`src/rtl/cpu_step_pkg.sv`:
```
// Purpose: shared types and constants for the CPU step controller.
// Latency: n/a (declarations only).
// Backpressure: n/a.
// Contents: FSM state type, default debounce length, debounce counter width helper.
package cpu_step_pkg;

    typedef enum logic [1:0] {
        HALT      = 2'd0,
        RUN       = 2'd1,
        STEP_WAIT = 2'd2,
        BREAK     = 2'd3
    } step_state_t;

    // 20 ms at 50 MHz.
    localparam int DEFAULT_DEBOUNCE_CYCLES = 1000000;

    // The counter only has to reach cycles-1, so clog2(cycles) bits suffice.
    function automatic int debounce_cnt_w(input int cycles);
        return (cycles <= 2) ? 1 : $clog2(cycles);
    endfunction

endpackage

```
`src/rtl/cpu_step_ctrl_debounce.sv`:
```
// Purpose: synchronize a raw pushbutton, debounce it, emit a one-cycle press pulse.
// Latency: press rises 2 + DEBOUNCE_CYCLES cycles after a clean button edge.
// Backpressure: none; presses not consumed by the caller are simply lost.
// Ports: iclk, reset (sync, active-high), btn (raw, async), press (one-cycle pulse).
module btn_debounce
    import cpu_step_pkg::*;
#(
    parameter int DEBOUNCE_CYCLES = DEFAULT_DEBOUNCE_CYCLES
) (
    input  logic iclk,
    input  logic reset,
    input  logic btn,
    output logic press
);

    localparam int CW = debounce_cnt_w(DEBOUNCE_CYCLES);
    localparam logic [CW-1:0] CNT_LAST = CW'(DEBOUNCE_CYCLES - 1);

    logic          btn_m;
    logic          btn_s;
    logic          btn_db;
    logic          btn_db_q;
    logic [CW-1:0] cnt;

    always_ff @(posedge iclk) begin
        if (reset) begin
            btn_m    <= 1'b0;
            btn_s    <= 1'b0;
            btn_db   <= 1'b0;
            btn_db_q <= 1'b0;
            cnt      <= '0;
        end else begin
            btn_m    <= btn;
            btn_s    <= btn_m;
            btn_db_q <= btn_db;
            // Count consecutive cycles the synchronized level disagrees with
            // the accepted level; any agreement restarts the count.
            if (btn_s == btn_db) begin
                cnt <= '0;
            end else if (cnt == CNT_LAST) begin
                btn_db <= btn_s;
                cnt    <= '0;
            end else begin
                cnt <= cnt + 1'b1;
            end
        end
    end

    assign press = btn_db & ~btn_db_q;

endmodule

```
`src/rtl/cpu_step_ctrl.sv`:
```
// Purpose: turn the divided tick level into one-cycle CPU advance enables (run or single-step).
// Latency: cpu_en one cycle after the qualifying tick rise; step_count one cycle after cpu_en.
// Backpressure: none; presses arriving while a step is pending or while running are dropped.
// Ports: iclk, reset (sync, active-high), tick, btn_step, sw_run -> cpu_en, halted, step_count.
// Optional: define BREAKPOINT_EN to add pc, bp_addr, bp_valid and the BREAK state.
module cpu_step_ctrl
    import cpu_step_pkg::*;
#(
    parameter int DEBOUNCE_CYCLES = DEFAULT_DEBOUNCE_CYCLES,
    parameter int CNT_W           = 16
) (
    input  logic             iclk,
    input  logic             reset,
    input  logic             tick,
    input  logic             btn_step,
    input  logic             sw_run,
`ifdef BREAKPOINT_EN
    input  logic [31:0]      pc,
    input  logic [31:0]      bp_addr,
    input  logic             bp_valid,
`endif
    output logic             cpu_en,
    output logic             halted,
    output logic [CNT_W-1:0] step_count
);

    logic        tick_q;
    logic        tick_rise;
    logic        run_m;
    logic        run_s;
    logic        press;
    logic        bp_hit;
    logic        cpu_en_nxt;
    logic        halted_nxt;
    step_state_t state;
    step_state_t state_nxt;

    btn_debounce #(
        .DEBOUNCE_CYCLES(DEBOUNCE_CYCLES)
    ) u_btn_debounce (
        .iclk  (iclk),
        .reset (reset),
        .btn   (btn_step),
        .press (press)
    );

    // tick_q clears on reset, so a high tick in the first cycle counts as a rise.
    assign tick_rise = tick & ~tick_q;

`ifdef BREAKPOINT_EN
    assign bp_hit = bp_valid & (pc == bp_addr);
`else
    assign bp_hit = 1'b0;
`endif

    // State register plus registered outputs.
    always_ff @(posedge iclk) begin
        if (reset) begin
            tick_q     <= 1'b0;
            run_m      <= 1'b0;
            run_s      <= 1'b0;
            state      <= HALT;
            cpu_en     <= 1'b0;
            halted     <= 1'b1;
            step_count <= '0;
        end else begin
            tick_q <= tick;
            run_m  <= sw_run;
            run_s  <= run_m;
            state  <= state_nxt;
            cpu_en <= cpu_en_nxt;
            halted <= halted_nxt;
            if (cpu_en) begin
                step_count <= step_count + 1'b1;
            end
        end
    end

    // Next-state logic.
    always_comb begin
        state_nxt = state;
        case (state)
            HALT: begin
                // The run switch wins over a simultaneous press.
                if (run_s) begin
                    state_nxt = RUN;
                end else if (press) begin
                    state_nxt = STEP_WAIT;
                end
            end
            RUN: begin
`ifdef BREAKPOINT_EN
                if (tick_rise && bp_hit) begin
                    state_nxt = BREAK;
                end else if (!run_s) begin
                    state_nxt = HALT;
                end
`else
                if (!run_s) begin
                    state_nxt = HALT;
                end
`endif
            end
            // run_s is deliberately ignored until the step has been issued.
            STEP_WAIT: begin
                if (tick_rise) begin
                    state_nxt = HALT;
                end
            end
`ifdef BREAKPOINT_EN
            BREAK: begin
                if (!run_s) begin
                    state_nxt = HALT;
                end
            end
`endif
            default: state_nxt = HALT;
        endcase
    end

    // Output decode: cpu_en follows the current state, so a tick rise on the
    // same cycle RUN drops to HALT still advances the CPU.
    always_comb begin
        cpu_en_nxt = 1'b0;
        halted_nxt = (state_nxt != RUN);
        case (state)
            RUN:       cpu_en_nxt = tick_rise & ~bp_hit;
            STEP_WAIT: cpu_en_nxt = tick_rise;
            default:   cpu_en_nxt = 1'b0;
        endcase
    end

endmodule

```
`config.mk`:
```
export PLATFORM = sky130hd
export DESIGN_NAME = cpu_step_ctrl
export DESIGN_NICKNAME = d
export VERILOG_FILES = /design/src/rtl/cpu_step_pkg.sv /design/src/rtl/cpu_step_ctrl_debounce.sv /design/src/rtl/cpu_step_ctrl.sv
export SDC_FILE = /design/constraint.sdc
export NUM_CORES = 1
export LEC_CHECK = 0
export ABC_AREA = 1
export CELL_PAD_IN_SITES_DETAIL_PLACEMENT = 1
export CELL_PAD_IN_SITES_GLOBAL_PLACEMENT = 1
export CORE_MARGIN = 1.5
export CORE_UTILIZATION = 37
export DETAILED_ROUTE_END_ITERATION = 8
export PLACE_DENSITY = 0.86
export SETUP_SLACK_MARGIN = 0.02
export SYNTH_ARGS = -nofsm -noshare
export SYNTH_HDL_FRONTEND = slang
export SYNTH_SLANG_ARGS = --single-unit
```
`constraint.sdc`:
```
create_clock -name iclk -period 1.4 [get_ports iclk]
set_input_delay 0.28 -clock iclk [delete_from_list [all_inputs] [get_ports iclk]]
set_output_delay 0.28 -clock iclk [all_outputs]
set_load 0.01 [all_outputs]
```
Yosys cells after proc, flatten, opt, wreduce, memory -nomap -nowiden. Cells that the tools add are included.

Flip-flop bits (word level): 47. Output and inout bits: 18. Input port bits: 5.

Muxes and demuxes: 5. Equality and inequality tests: 5. Bitwise operators: 6. Add/subtract/negate cells: 2. Reduce and logical (&&, ||, !) cells: 5.

Operators by type and width (count): 20-bit by 1-bit adder with 20-bit output (second input constant) (1); 20-bit equality test (second input constant) (1); 16-bit by 1-bit adder with 16-bit output (second input constant) (1); 2-bit 2-to-1 mux (4); 2-bit case mux with 3 select lines (1); 1-bit NOT (4); 2-bit OR reduction (2); 3-bit OR reduction (1); 1-bit bitwise AND (2); 2-bit by 1-bit equality test with 1-bit output (second input constant) (1); 2-bit equality test (second input constant) (1); 2-bit zero test (1); 2-bit by 1-bit inequality test with 1-bit output (second input constant) (1); 2-bit AND reduction (1); 1-bit equality test (1).

Longest topological paths before layout. Gate-level depths: netlist (run 1).

Word-level depth: 6. Gate-level depth with buffers: 10. Depth with buffers taken out: 10.

By module. Synthesis (run 1) repeated with hierarchy kept, for this count alone.

Cell total of the unflattened synthesis: 323. Area, all modules: 2306.0 µm².

By module, submodules not included: btn_debounce (times used 1, seq. area each 480.5 µm², cells an instance 168, area each 1219.9 µm²); cpu_step_ctrl (times used 1, seq. area each 460.4 µm², cells an instance 155, area each 1086.0 µm²).

Worst setup path before layout (run 1). Ideal clock, no wire load.

Path type: register to register. Start point: register u_btn_debounce.cnt[0]. End point: register u_btn_debounce.cnt[12]. Arrival: 1249 ps. Clock period less this slack: 1364 ps. Path buffers: 1. Stages on the path, launching flop included: 8. Library setup time: 115 ps. Setup slack: 36 ps. Cell sequence: dfxtp_1 -> ha_1 -> nand3_4 -> nor2_4 -> nand3_2 -> nand2_4 -> buf_12 -> nor2_2.

Word-level cells in the longest chain between the ends: 2. Elaborated cells on any way between the ends: 3. Those cells by class: add/sub (1); eq/ne (1); reduce/logical (1).

Ends and longest elaborated chain: start, declared (line cpu_step_ctrl_debounce.sv:23) `logic [CW-1:0] cnt;`; start signal, assigned (line cpu_step_ctrl_debounce.sv:44) `cnt <= cnt + 1'b1;`; parallel branches: the longest is 2 deep, another holds 20-bit by 1-bit adder with 20-bit output.

Parallel ways; which one is timed is not known. A chain may end at the register's enable or synchronous reset.

Final worst setup path (run 1).
Start point: register u_btn_debounce.cnt[13]. End point: register u_btn_debounce.btn_db.

Word-level cells in the longest chain between the ends: 2.

Ends and longest elaborated chain: 20-bit equality test (line cpu_step_ctrl_debounce.sv:40) `end else if (cnt == CNT_LAST) begin`; 2-bit AND reduction (no line); end signal, assigned (line cpu_step_ctrl_debounce.sv:41) `btn_db <= btn_s;`; end, declared (line cpu_step_ctrl_debounce.sv:21) `logic btn_db;`.

No other way between the ends.

==> flow_summary_export.csv, run 1 <==
group,metric,value,unit
placement,dp_cells,440,
clocking,clock_sinks,47,
timing,setup_viol,0,
power,power_density,852,nW/um2
clocking,h-tree-depth,2,
detailed_routing,drc,0,
layout,top_regs,"u_btn_debounce.cnt (20), step_count (16), state (2)",
timing,postLayoutSetupSlackWorst,0.0416,ns
worst_hold_path,hold_depth,2,
power,leakage,1.28,nW
clocking,clkTransAtPathRegs,0.09,ns
layout,drive_gt1_frac,0.270,
synthesis,synth.avg_cell_area,7.22,um2
setup_path,cp-start-kind,"flip-flop",
synthesis,synth-edff-count,0,
power,ir_drop,524,uV
detailed_routing,drtAntennaViolNets,0,
synthesis,synth_seq_cells,47,
synthesis,synth_area_leader_cell,"dfxtp_1",
timing,rsz0062_at_grt,"true",
worst_hold_path,min_path_type,"reg2reg",
placement,port_buffers,22,
layout,n_fill_cell,740,
setup_path,cp_top_family,"simple AND/OR/NAND/NOR gates",
grt,grt.overflow.total,0,
setup_path,path_buf_inv,1,
flow_run,timing.max_cap.violations,0,
clocking,clkLatencyLatePin,0.31,ns
setup_path,critPathCaptureType,"flip-flop",
layout,post-route-util,0.517,
synthesis,ys_warn_count,0,
detailed_routing,wl_per_cell,14.5,um
grt,grt_pass1_vias,2404,
clocking,cts_buffer_depth,2,
setup_path,crit_path_max_fanout,3,
timing,max_freq,736,MHz
clocking,cts-root-buf,"clkbuf_8",
placement,gp_routability_congestion,0.762,
setup_path,critical_path_required,1.65,ns
floorplan,io_pins,23,
layout,nets,388,
grt,track_usage,0.212,
floorplan,initial_core_util,0.388,
layout,largest_register_ff_count,20,
synthesis,synth-seq-area-share,0.405,
synthesis,syn_nets,333,
synthesis,yosysTopAreaCellShare,0.405,
synthesis,async_reset_ff_frac,0,
floorplan,die-area,6760,um2
floorplan,dieHeight,82.2,um
placement,dp_worst_setup_slack,-0.139,ns
timing,drv_slew,0,
placement,dpl.hpwl,4360,um
setup_path,crit_slowest_cell,"dfxtp_1",
detailed_routing,via_count,2247,
timing,slew-limit-headroom,0.832,
setup_path,crit_cells,7,
synthesis,syn_inst,322,
floorplan,placementRows,28,
setup_path,critPathMaxStageDelay,0.33,ns
synthesis,synthFlopType,"dfxtp_1",
setup_path,arrival,1.60,ns
synthesis,synth_common_cells,"nand2_1, nor2_1, dfxtp_1",
clocking,cts_tree,"done",
detailed_routing,vias_per_cell,4.96,
setup_path,setup.worst_path.class,"reg2reg",
grt,grt_pass1_wl,10900,um
floorplan,die_w,82.2,um
timing,timing.hold.ws,0.412,ns
synthesis,synth_most_common_cell,"nand2_1",
setup_path,r2r_cells,7,
setup_path,r2r_slack,0.04,ns
synthesis,synth_area,2320,um2
synthesis,synthTopCellsByArea,"dfxtp_1, nand2_1, nor2_1",
detailed_routing,wl,6580,um
layout,multiInputGateArea,1300,um2
floorplan,coreArea,5990,um2
detailed_routing,firstDrtPassIters,4,
grt,grt_max_degree,16,
setup_path,worstPathCellList,"nor2_1 -> nand2_1 -> nor2_4 -> nand3_4 -> buf_4 -> and2_1 -> nor2_2",
layout,n_antenna_cell,0,
layout,seq_area,965,um2
clocking,cts_buffers,5,
layout,area_delta_synth_final,33.2,%
timing,min_period,1.36,ns
timing,hold_violations,0,
detailed_routing,drtIter0Drc,103,
grt,antenna_found_initial,0,
layout,top_register,"u_btn_debounce.cnt",
timing,skew,0.0128,ns
timing,tightest_slew,0.252,ns
outcome,status,"finished, final reports clean",
timing,final.period_utilization,0.970,
synthesis,synth_cell_types,29,
layout,final_cells,453,
## stage by stage
step                      power (mW)  setup TNS, ns  instance area (um2)
after global placement          1.47         -0.498                 2800
final                           2.64              0                 3090
after detailed placement        1.47         -0.821                 2800
after CTS                       2.64              0                 3000
after global routing            2.72         -0.107                 3090
after floorplan                 1.44              0                 2320
## path summary, 6_finish.rpt
path	startpoint	endpoint
worst max-delay path	u_btn_debounce.cnt[13]$_SDFF_PP0_	u_btn_debounce.btn_db$_SDFFE_PP0P_
worst min register to register	run_m$_SDFF_PP0_	run_s$_SDFF_PP0_
worst min-delay path	run_m$_SDFF_PP0_	run_s$_SDFF_PP0_
worst max register to register	u_btn_debounce.cnt[13]$_SDFF_PP0_	u_btn_debounce.btn_db$_SDFFE_PP0P_
## placed cells by master (no fill, tap or decap), types with 2 or more instances in the layout
cell and n:
xnor2_1 6, inv_2 4, buf_4 30, and2_1 2, nand2_2 5, nor3_1 3, xor2_1 4, o21a_1 2
nor2_1 48, bufinv_16 2, nand4_1 8, nand3_1 16, dfxtp_1 30, a21oi_1 17, nand2_1 60, nand3_4 2
inv_1 39, ha_1 4, nor2_4 9, nand3b_1 4, ha_4 2, o21ai_0 5, dlygate4sd2_1 18, nor2_2 20
dfxtp_2 16, clkdlybuf4s50_1 4, clkbuf_8 5
## worst register-to-register path, cell delays in order, from the launching register on
cell     delay, ns
dfxtp_1       0.33
nor2_1        0.16
nand2_1       0.13
nor2_4        0.14
nand3_4       0.12
buf_4         0.16
and2_1        0.14
nor2_2        0.11
## metal layers
layer | GRT usage | part of all wire | vias to the layer above
li1 | - | - | 1116
met1 | 0.237 | 0.42 | 1097
met2 | 0.407 | 0.55 | 26
met3 | 0.0363 | 0.024 | 8
met4 | 0.0559 | 0.013 | 0
met5 | 0 | 0 | -
## cell type report
type / count / share of cell area
clock buffers: 6 / 0.0235
repair buffers: 53 / 0.143
multi-input cells: 227 / 0.420
flip-flops and latches: 47 / 0.312
inverters: 43 / 0.0522
well taps: 75 / 0.0303
clock inverters: 2 / 0.0194
## cell families after synthesis
kind of cell	count (synthesis)	synth area share
compound gates	28	0.0646
xor+xnor	11	0.0415
fa+ha+maj	6	0.0323
buf+inv	48	0.0856
flops	47	0.405
simple gates	182	0.371
## power by group
group / switching (mW) / total, mW / internal (mW)
Sequential: 0.00879 / 1.36 / 1.35
Clock: 0.470 / 1.18 / 0.714
Combinational: 0.0529 / 0.0963 / 0.0434
Total: 0.532 / 2.64 / 2.10
## what timing repair did
action | 4_1_cts | 5_1_grt
buffers inserted | 4 | 1
gates resized for setup | 40 | 28
hold buffers | 0 | 0
endpoints found under the setup margin | 28 | 29
pin swaps | 5 | 5
(Power assumes the default switching activity.)
==> run 2, diff against run 1 <==
--- a/config.mk
+++ b/config.mk
@@ -10,9 +10,11 @@
 export CELL_PAD_IN_SITES_GLOBAL_PLACEMENT = 1
 export CORE_MARGIN = 1.5
 export CORE_UTILIZATION = 37
+export CTS_CLUSTER_DIAMETER = 120
 export DETAILED_ROUTE_END_ITERATION = 8
 export PLACE_DENSITY = 0.86
 export SETUP_SLACK_MARGIN = 0.02
+export SLEW_MARGIN = 20
 export SYNTH_ARGS = -nofsm -noshare
 export SYNTH_HDL_FRONTEND = slang
 export SYNTH_SLANG_ARGS = --single-unit
==> results of run 2 <==
Final layout, timing and power as in run 1 (identical DEF).
==> run 3, diff against run 2 <==
--- a/config.mk
+++ b/config.mk
@@ -9,10 +9,10 @@
 export CELL_PAD_IN_SITES_DETAIL_PLACEMENT = 1
 export CELL_PAD_IN_SITES_GLOBAL_PLACEMENT = 1
 export CORE_MARGIN = 1.5
-export CORE_UTILIZATION = 37
+export CORE_UTILIZATION = 40
 export CTS_CLUSTER_DIAMETER = 120
 export DETAILED_ROUTE_END_ITERATION = 8
-export PLACE_DENSITY = 0.86
+export PLACE_DENSITY = 0.88
 export SETUP_SLACK_MARGIN = 0.02
 export SLEW_MARGIN = 20
 export SYNTH_ARGS = -nofsm -noshare
==> constraint.sdc (replaced) <==
create_clock -name iclk -period 1.3 [get_ports iclk]
set_input_delay 0.26 -clock iclk [delete_from_list [all_inputs] [get_ports iclk]]
set_output_delay 0.26 -clock iclk [all_outputs]
set_load 0.01 [all_outputs]
==> run 3 against run 2 <==
Against the previous run:
- the run now ends with negative setup slack left
- fmax decreased by 15%
- combinational power increased by 48%
- highest routed layer unchanged
- non-clock buffer count increased by 31
- global-route usage increased by 11 points
- wire length increased by 72%
- critical path type unchanged
- first-iteration DRC count increased to 2.7 times the previous value
==> flow_summary_export.csv, run 3 (synthesized netlist as in run 1, its figures left out) <==
group,metric,value,unit
clocking,clkLatencyLatePin,0.32,ns
setup_path,crit_slowest_cell,"dfxtp_1",
clocking,cts_buffer_depth,2,
outcome,status,"finished with violations",
power,power_density,751,nW/um2
detailed_routing,via_count,2721,
power,p_switching,655,uW
clocking,clock_sinks,47,
power,p_seq_frac,0.550,
timing,postLayoutSetupSlackWorst,-0.297,ns
clocking,h-tree-depth,2,
layout,mostFrequentLayoutCells,"nand2_1, buf_4, nor2_1",
clocking,cts-root-buf,"clkbuf_8",
setup_path,setup.worst_path.class,"reg2reg",
power,pwr-share-clk,0.396,
detailed_routing,drtAntennaViolNets,0,
setup_path,crit_path_max_fanout,3,
layout,top_regs,"u_btn_debounce.cnt (20), step_count (16), state (2)",
floorplan,die_w,79.2,um
detailed_routing,wl,11300,um
timing,drv_slew,0,
setup_path,worstPathCellList,"inv_2 -> nor2_1 -> nand2_1 -> nor2_4 -> nand3_4 -> buf_6 -> and2_4 -> nor2_2",
timing,max_freq,626,MHz
power,sw_frac_of_total,0.248,
timing,min_period,1.60,ns
setup_path,cp-start-kind,"flip-flop",
power,ir_drop,549,uV
timing,final.period_utilization,1.23,
clocking,cts_tree,"done",
power,internal_power,1.99,mW
grt,track_usage,0.320,
setup_path,critPathCaptureType,"flip-flop",
layout,area_delta_synth_final,51.6,%
setup_path,critPathMaxStageDelay,0.38,ns
placement,gp_routability_congestion,0.874,
setup_path,arrival,1.84,ns
detailed_routing,drc,0,
placement,dpl.hpwl,4600,um
grt,grt_pass1_wl,15200,um
layout,nets,420,
layout,top_register,"u_btn_debounce.cnt",
timing,tightest_slew,0.351,ns
floorplan,placementRows,27,
layout,n_antenna_cell,0,
layout,layout_commonest_cell,"nand2_1",
detailed_routing,wl_per_cell,23.5,um
timing,hold_violations,0,
timing,skew,0.0149,ns
detailed_routing,firstDrtPassIters,5,
layout,largest_register_ff_count,20,
power,leakage,1.51,nW
floorplan,coreArea,5540,um2
grt,grt.overflow.total,0,
detailed_routing,drtIter0Drc,282,
layout,post-route-util,0.636,
grt,grt_max_degree,16,
clocking,clkTransAtPathRegs,0.09,ns
grt,grt_pass1_vias,2766,
timing,setup_viol,25,
layout,n_fill_cell,666,
power,p_comb_frac,0.054,
placement,dp_worst_setup_slack,-0.278,ns
worst_hold_path,min_path_type,"reg2reg",
outcome,violations,"negative setup slack",
flow_run,timing.max_cap.violations,0,
clocking,cts_buffers,5,
timing,rsz0062_at_grt,"true",
setup_path,critical_path_required,1.54,ns
layout,drive_gt1_frac,0.417,
floorplan,die-area,6280,um2
placement,port_buffers,22,
grt,antenna_found_initial,0,
floorplan,io_pins,23,
timing,slew-limit-headroom,0.765,
floorplan,dieHeight,79.2,um
detailed_routing,vias_per_cell,5.65,
floorplan,initial_core_util,0.419,
run 3: changes by cell type in the layout (fill, tap and decap cells not counted), sizes merged:
cell,previous run,this run
clkbuf,6,9
dlygate4sd2,18,16
clkdlybuf4s15,0,1
nand2,67,68
bufinv,2,0
buf,31,62
run 3: critical path, delay by kind of cell (launching register included):
| kind | cells | cell delay (ns) |
|---|---|---|
| buf+inv | 2 | 0.23 |
| simple gates | 6 | 0.92 |
| flops | 1 | 0.38 |
run 3: per-layer routing:
metal  wire length (um)  global-route usage  vias up
met5                  0                   0        -
met4                627               0.139        0
met3                631              0.0540       59
met2               5710               0.559      149
met1               4350               0.385     1336
li1                   -                   -     1177
run 3: power by group through the flow:
stage,clock [mW],sequential [mW],combinational (mW)
finish,1.05,1.45,0.143
global route,1.09,1.45,0.149
CTS,1.01,1.46,0.121
detailed placement,0,1.49,0.0971
global placement,0,1.49,0.0909
floorplan,0,1.50,0.0522
run 3: area by class of cell:
| type | instances | area, um2 | area share |
|---|---|---|---|
| well taps | 72 | 90.1 | 0.0256 |
| flip-flops and latches | 47 | 988 | 0.281 |
| repair buffers | 84 | 729 | 0.207 |
| multi-input cells | 228 | 1450 | 0.412 |
| inverters | 43 | 164 | 0.0465 |
| clock buffers | 8 | 100 | 0.0284 |
run 3: timing repair:
| action | in CTS | in global routing |
|---|---|---|
| pin swaps | 25 | 14 |
| setup endpoints to repair | 49 | 37 |
| hold buffers | 0 | 0 |
| cloned | 1 | 0 |
| buffers inserted | 13 | 9 |
| gates resized for setup | 87 | 45 |
run 3: final timing paths:
| path | from | to | slack [ns] | cells after the start |
|---|---|---|---|---|
| worst max-delay path | u_btn_debounce.cnt[9]$_SDFF_PP0_ | u_btn_debounce.btn_db$_SDFFE_PP0P_ | -0.30 | 8 |
| worst min-delay path | u_btn_debounce.btn_m$_SDFF_PP0_ | u_btn_debounce.btn_s$_SDFF_PP0_ | 0.44 | 2 |
| worst max register to register | u_btn_debounce.cnt[9]$_SDFF_PP0_ | u_btn_debounce.btn_db$_SDFFE_PP0P_ | -0.30 | 8 |
| worst min register to register | u_btn_debounce.btn_m$_SDFF_PP0_ | u_btn_debounce.btn_s$_SDFF_PP0_ | 0.44 | 2 |
run 3: metrics by stage:
step | cell area, um2 | power, mW | TNS [ns] | hold slack, ns | std cells
2_1_floorplan | 2350 | 1.55 | 0 | 0.367 | 322
3_3_place_gp | 2920 | 1.58 | -2.00 | 0.394 | 451
6_report | 3520 | 2.64 | -4.43 | 0.441 | 482
4_1_cts | 3330 | 2.59 | -0.155 | 0.423 | 473
5_1_grt | 3520 | 2.69 | -5.60 | 0.455 | 482
3_5_place_dp | 2920 | 1.59 | -4.39 | 0.407 | 451
